<file path="src/rtl/alu_mul_sequencer_pkg.sv">
// Shared ALU opcode/flag definitions and multiplier sequencer state encoding.
// The opcodes and flag indices must match the CPU's ALU.
package alu_mul_sequencer_pkg;

  localparam logic [3:0] ALU_TRA = 4'h0;
  localparam logic [3:0] ALU_ADD = 4'h1;
  localparam logic [3:0] ALU_ROR = 4'hB;

  // Status byte layout: ---SVNZC
  localparam int CF = 0;
  localparam int ZF = 1;
  localparam int NF = 2;
  localparam int VF = 3;
  localparam int SF = 4;

  typedef enum logic [2:0] {
    MUL_IDLE = 3'd0,
    MUL_ACC  = 3'd1,
    MUL_SHH  = 3'd2,
    MUL_SHL  = 3'd3,
    MUL_FIN  = 3'd4
  } mul_state_t;

endpackage

</file>
<file path="src/rtl/alu_mul_sequencer.sv">
// 8x8 unsigned shift-and-add multiplier that borrows the shared 8-bit ALU
// (ADD/TRA to accumulate, ROR through carry to shift {H,L}) for 8 iterations.
module alu_mul_sequencer
  import alu_mul_sequencer_pkg::*;
(
  input  logic        CLK,
  input  logic        RESET,
  input  logic        START,
  input  logic [7:0]  OP_A,
  input  logic [7:0]  OP_B,
  output logic        BUSY,
  output logic        DONE,
  output logic [15:0] RESULT,
  output logic [7:0]  ST_RESULT,
  output logic [3:0]  ALU_OPERATION,
  output logic [7:0]  ALU_A,
  output logic [7:0]  ALU_B,
  output logic [7:0]  ALU_ST_IN,
  input  logic [7:0]  ALU_R,
  input  logic [7:0]  ALU_ST_OUT
);

  mul_state_t state;
  logic [7:0] m;
  logic [7:0] h;
  logic [7:0] l;
  logic       c;
  logic [2:0] cnt;
  logic       unused_st_out;

  // Only the carry flag of the ALU status is consumed.
  assign unused_st_out = ^ALU_ST_OUT;

  function automatic logic [7:0] product_status(input logic [15:0] p);
    logic [7:0] st;
    st     = 8'h00;
    st[ZF] = (p == 16'h0000);
    st[CF] = (p[15:8] != 8'h00);
    return st;
  endfunction

  always_comb begin
    ALU_OPERATION = ALU_TRA;
    ALU_A         = 8'h00;
    ALU_B         = 8'h00;
    ALU_ST_IN     = 8'h00;
    case (state)
      MUL_ACC: begin
        ALU_OPERATION = l[0] ? ALU_ADD : ALU_TRA;
        ALU_A         = h;
        ALU_B         = m;
      end
      MUL_SHH: begin
        ALU_OPERATION = ALU_ROR;
        ALU_A         = h;
        ALU_ST_IN[CF] = c;
      end
      MUL_SHL: begin
        ALU_OPERATION = ALU_ROR;
        ALU_A         = l;
        ALU_ST_IN[CF] = c;
      end
      default: ;
    endcase
  end

  always_ff @(posedge CLK) begin
    if (RESET) begin
      state     <= MUL_IDLE;
      m         <= 8'h00;
      h         <= 8'h00;
      l         <= 8'h00;
      c         <= 1'b0;
      cnt       <= 3'd0;
      BUSY      <= 1'b0;
      DONE      <= 1'b0;
      RESULT    <= 16'h0000;
      ST_RESULT <= 8'h00;
    end else begin
      DONE <= 1'b0;
      case (state)
        MUL_IDLE: begin
          if (START) begin
            m     <= OP_A;
            l     <= OP_B;
            h     <= 8'h00;
            c     <= 1'b0;
            cnt   <= 3'd0;
            BUSY  <= 1'b1;
            state <= MUL_ACC;
          end
        end
        MUL_ACC: begin
          h     <= ALU_R;
          c     <= ALU_ST_OUT[CF];
          state <= MUL_SHH;
        end
        MUL_SHH: begin
          h     <= ALU_R;
          c     <= ALU_ST_OUT[CF];
          state <= MUL_SHL;
        end
        MUL_SHL: begin
          l   <= ALU_R;
          cnt <= cnt + 3'd1;
          if (cnt == 3'd7) begin
            // Capture the product here so it is already valid while DONE is high.
            RESULT    <= {h, ALU_R};
            ST_RESULT <= product_status({h, ALU_R});
            DONE      <= 1'b1;
            state     <= MUL_FIN;
          end else begin
            state <= MUL_ACC;
          end
        end
        MUL_FIN: begin
          BUSY  <= 1'b0;
          state <= MUL_IDLE;
        end
        default: begin
          BUSY  <= 1'b0;
          state <= MUL_IDLE;
        end
      endcase
    end
  end

endmodule

</file>
<file path="config.mk">
export PLATFORM = sky130hd
export DESIGN_NAME = alu_mul_sequencer
export DESIGN_NICKNAME = d
export VERILOG_FILES = /design/src/rtl/alu_mul_sequencer_pkg.sv /design/src/rtl/alu_mul_sequencer.sv
export SDC_FILE = /design/constraint.sdc
export NUM_CORES = 1
export LEC_CHECK = 0
export ABC_CLOCK_PERIOD_IN_PS = 1400
export CORE_MARGIN = 3
export CORE_UTILIZATION = 36
export CTS_CLUSTER_DIAMETER = 50
export DETAILED_ROUTE_END_ITERATION = 6
export GPL_ROUTABILITY_DRIVEN = 0
export GPL_TIMING_DRIVEN = 0
export PLACE_DENSITY = 0.76
export SYNTH_ARGS = -nofsm -noshare
export SYNTH_HDL_FRONTEND = slang
export SYNTH_SLANG_ARGS = --single-unit
</file>
<file path="constraint.sdc">
create_clock -name CLK -period 1.4 [get_ports CLK]
set_clock_uncertainty 0.15 [all_clocks]
set_input_delay 0.14 -clock CLK [delete_from_list [all_inputs] [get_ports CLK]]
set_output_delay 0.14 -clock CLK [all_outputs]
set_load 0.01 [all_outputs]
</file>
==> flow_metrics.tcl <==
set metrics [dict create \
    firstDrtPassIters 5 \
    cts_root_buf "clkbuf_8" \
    synth_edf_count 0 \
    finalSetupViolCount 70 \
    finalMaxSlewViolations 0 \
    synth_area_per_cell_um2 8.20 \
    crit_path_end_kind "primary output" \
    ys_seq_elements 51 \
    synth_warnings 0 \
    async_reset_ff_frac 0 \
    period_share 1.31 \
    yosys.area_share.adder 0.0109 \
    clock-sinks 51 \
    final_layout_size_suffix_gt1_frac 0.480 \
    synth_top_family_by_area "simple AND/OR/NAND/NOR gates" \
    r2r_cells 5 \
    fmax_mhz 544 \
    hold_class "in -> reg" \
    crit_fanout 6 \
    placed_cell_area_um2 3160 \
    cts_buffers 5 \
    rsz0062_at_grt "yes" \
    core.rowCount 28 \
    final_common_cell "dfxtp_1" \
    power_density_nw_per_um2 968 \
    p_leak_nw 1.87 \
    track_usage 0.219 \
    nNetsFinal 438 \
    drv_cap 0 \
    antenna_found_initial 0 \
    drt_iter0_drc 247 \
    muxShareOfSynthArea 0 \
    path_class "reg -> out" \
    yosys.area_share.simple 0.251 \
    place_ws_ns -0.702 \
    clk_latency_ns 0.31 \
    via_count 2583 \
    synth_xor_area_frac 0.00763 \
    final_area_um2 4120 \
    dieArea_um2 7370 \
    cp.required_ns 1.11 \
    clkTransAtPathRegs_ns 0.09 \
    route.detailed.drc 0 \
    die_h_um 85.8 \
    grt_max_degree 16 \
    vias_per_cell 5.42 \
    ys_seq_area_frac 0.445 \
    numPortBuffers 66 \
    synth_compound_area_frac 0.182 \
    syn_inst 280 \
    routedWlPerCell_um 18.9 \
    layout.cells.most_common_list "45 x dfxtp_1, 28 x buf_4, 26 x clkdlybuf4s50_1" \
    hold_viol 0 \
    cts_tree "done" \
    synth_area_um2 2290 \
    tightest_slew_ns 0.790 \
    cp-start-kind "flip-flop" \
    dominantRegCellSynth "dfxtp_1" \
    grt_pass1_wl_um 12800 \
    htree_levels 2 \
    fp.coreArea_um2 6060 \
    ios 89 \
    cts.path.max_buffers 2 \
    die_w_um 85.8 \
    ir_worst_vdd_mv 0.798 \
    grt_pass1_vias 2515 \
    min_path_cells 2 \
    place_hpwl_um 4790 \
    grt_overflow 0 \
    min_period_ns 1.84 \
    run_status "finished with violations" \
    slew_headroom 0.473 \
    area_growth_pct 79.7 \
    diodes 0 \
    start_util 0.379 \
    fin_ws_ns -0.440 \
    final_core_util 0.680 \
    arrival_ns 1.55 \
    totalWireLength_um 9000 \
    postRouteAntennaNets 0 \
    synth_cell_types 37 \
    tns_ns -21.82 \
    violations "setup timing" \
]
==> worst max-delay path, cell delays in order (launching register included) <==
cell	delay, ns
dfxtp_2	0.35
buf_6	0.14
and3b_2	0.25
buf_6	0.14
a22o_1	0.22
buf_2	0.14
==> final timing paths <==
| path | startpoint | slack (ns) | endpoint |
|---|---|---|---|
| worst min-delay path | RESET | 0.13 | ST_RESULT[1] |
| worst max-delay path | state[0] | -0.44 | ALU_A[0] |
| worst min register to register | m[6] | 0.31 | m[6] |
| worst max register to register | state[2] | -0.41 | h[1] |
==> where the power goes <==
part | internal, mW | switching, mW | leakage, nW
combinational | 0.656 | 0.692 | 1.40
clock | 0.451 | 0.503 | 0.0505
sequential | 1.56 | 0.127 | 0.419
==> through the flow <==
stage                     power [mW]  hold WS, ns  std cells
after CTS                       3.71       0.0677        472
final                           3.99        0.130        477
after global placement          2.56        0.292        434
after floorplan                 2.23        0.126        293
after detailed placement        2.59        0.296        434
after global routing            4.15        0.127        477
==> area by class of cell <==
class,instances,area (um^2)
Tap cell,75,93.8
Buffer,34,290
Clock inverter,1,7.51
Inverter,2,7.51
Multi-Input combinational cell,204,1580
Fill cell,449,1940
Sequential cell,51,1040
Clock buffer,7,96.3
Timing Repair Buffer,103,1010
==> cell families after synthesis <==
group | Yosys count
adders and majority gates | 2
buffers and inverters | 38
and+or+nand+nor | 121
other | 1
AOI/OAI and AO/OA | 65
xor gates and xnor gates | 2
DFF | 51
==> cells in the mapped netlist, types with 2 or more instances <==
cell type | n | share of area
buf_1 | 2 | 0.0033
a311oi_1 | 8 | 0.031
a22o_1 | 8 | 0.031
buf_6 | 3 | 0.015
nor4_1 | 4 | 0.011
nand3_1 | 12 | 0.026
and2_1 | 9 | 0.025
o211ai_1 | 9 | 0.029
clkbuf_1 | 7 | 0.011
a21oi_1 | 37 | 0.081
nor3_1 | 4 | 0.0087
ha_1 | 2 | 0.011
buf_4 | 16 | 0.052
nor2_1 | 14 | 0.023
nand2_1 | 66 | 0.11
dfxtp_1 | 51 | 0.44
buf_2 | 8 | 0.017
==> routing by layer <==
layer	track usage	up-vias	part of all wire
met4	0.0691	0	0.029
met3	0.0471	30	0.074
li1	-	1184	-
met1	0.282	1233	0.40
met5	0	-	0
met2	0.365	136	0.50
==> timing repair <==
action,CTS,global route
buffers inserted,24,8
endpoints found under the hold margin,0,0
resized for setup,175,100
gates cloned,6,0
hold buffers,0,0
pin swaps,31,50
endpoints found under the setup margin,89,71
==> state kept, by name (all words and copies together) (netlist names) <==
register,flops
DONE,1
BUSY,1
m,8
cnt,3
l,8
RESULT,16
ST_RESULT,2
h,8
state,3
c,1
No activity file was read; power rests on OpenSTA's default activity.
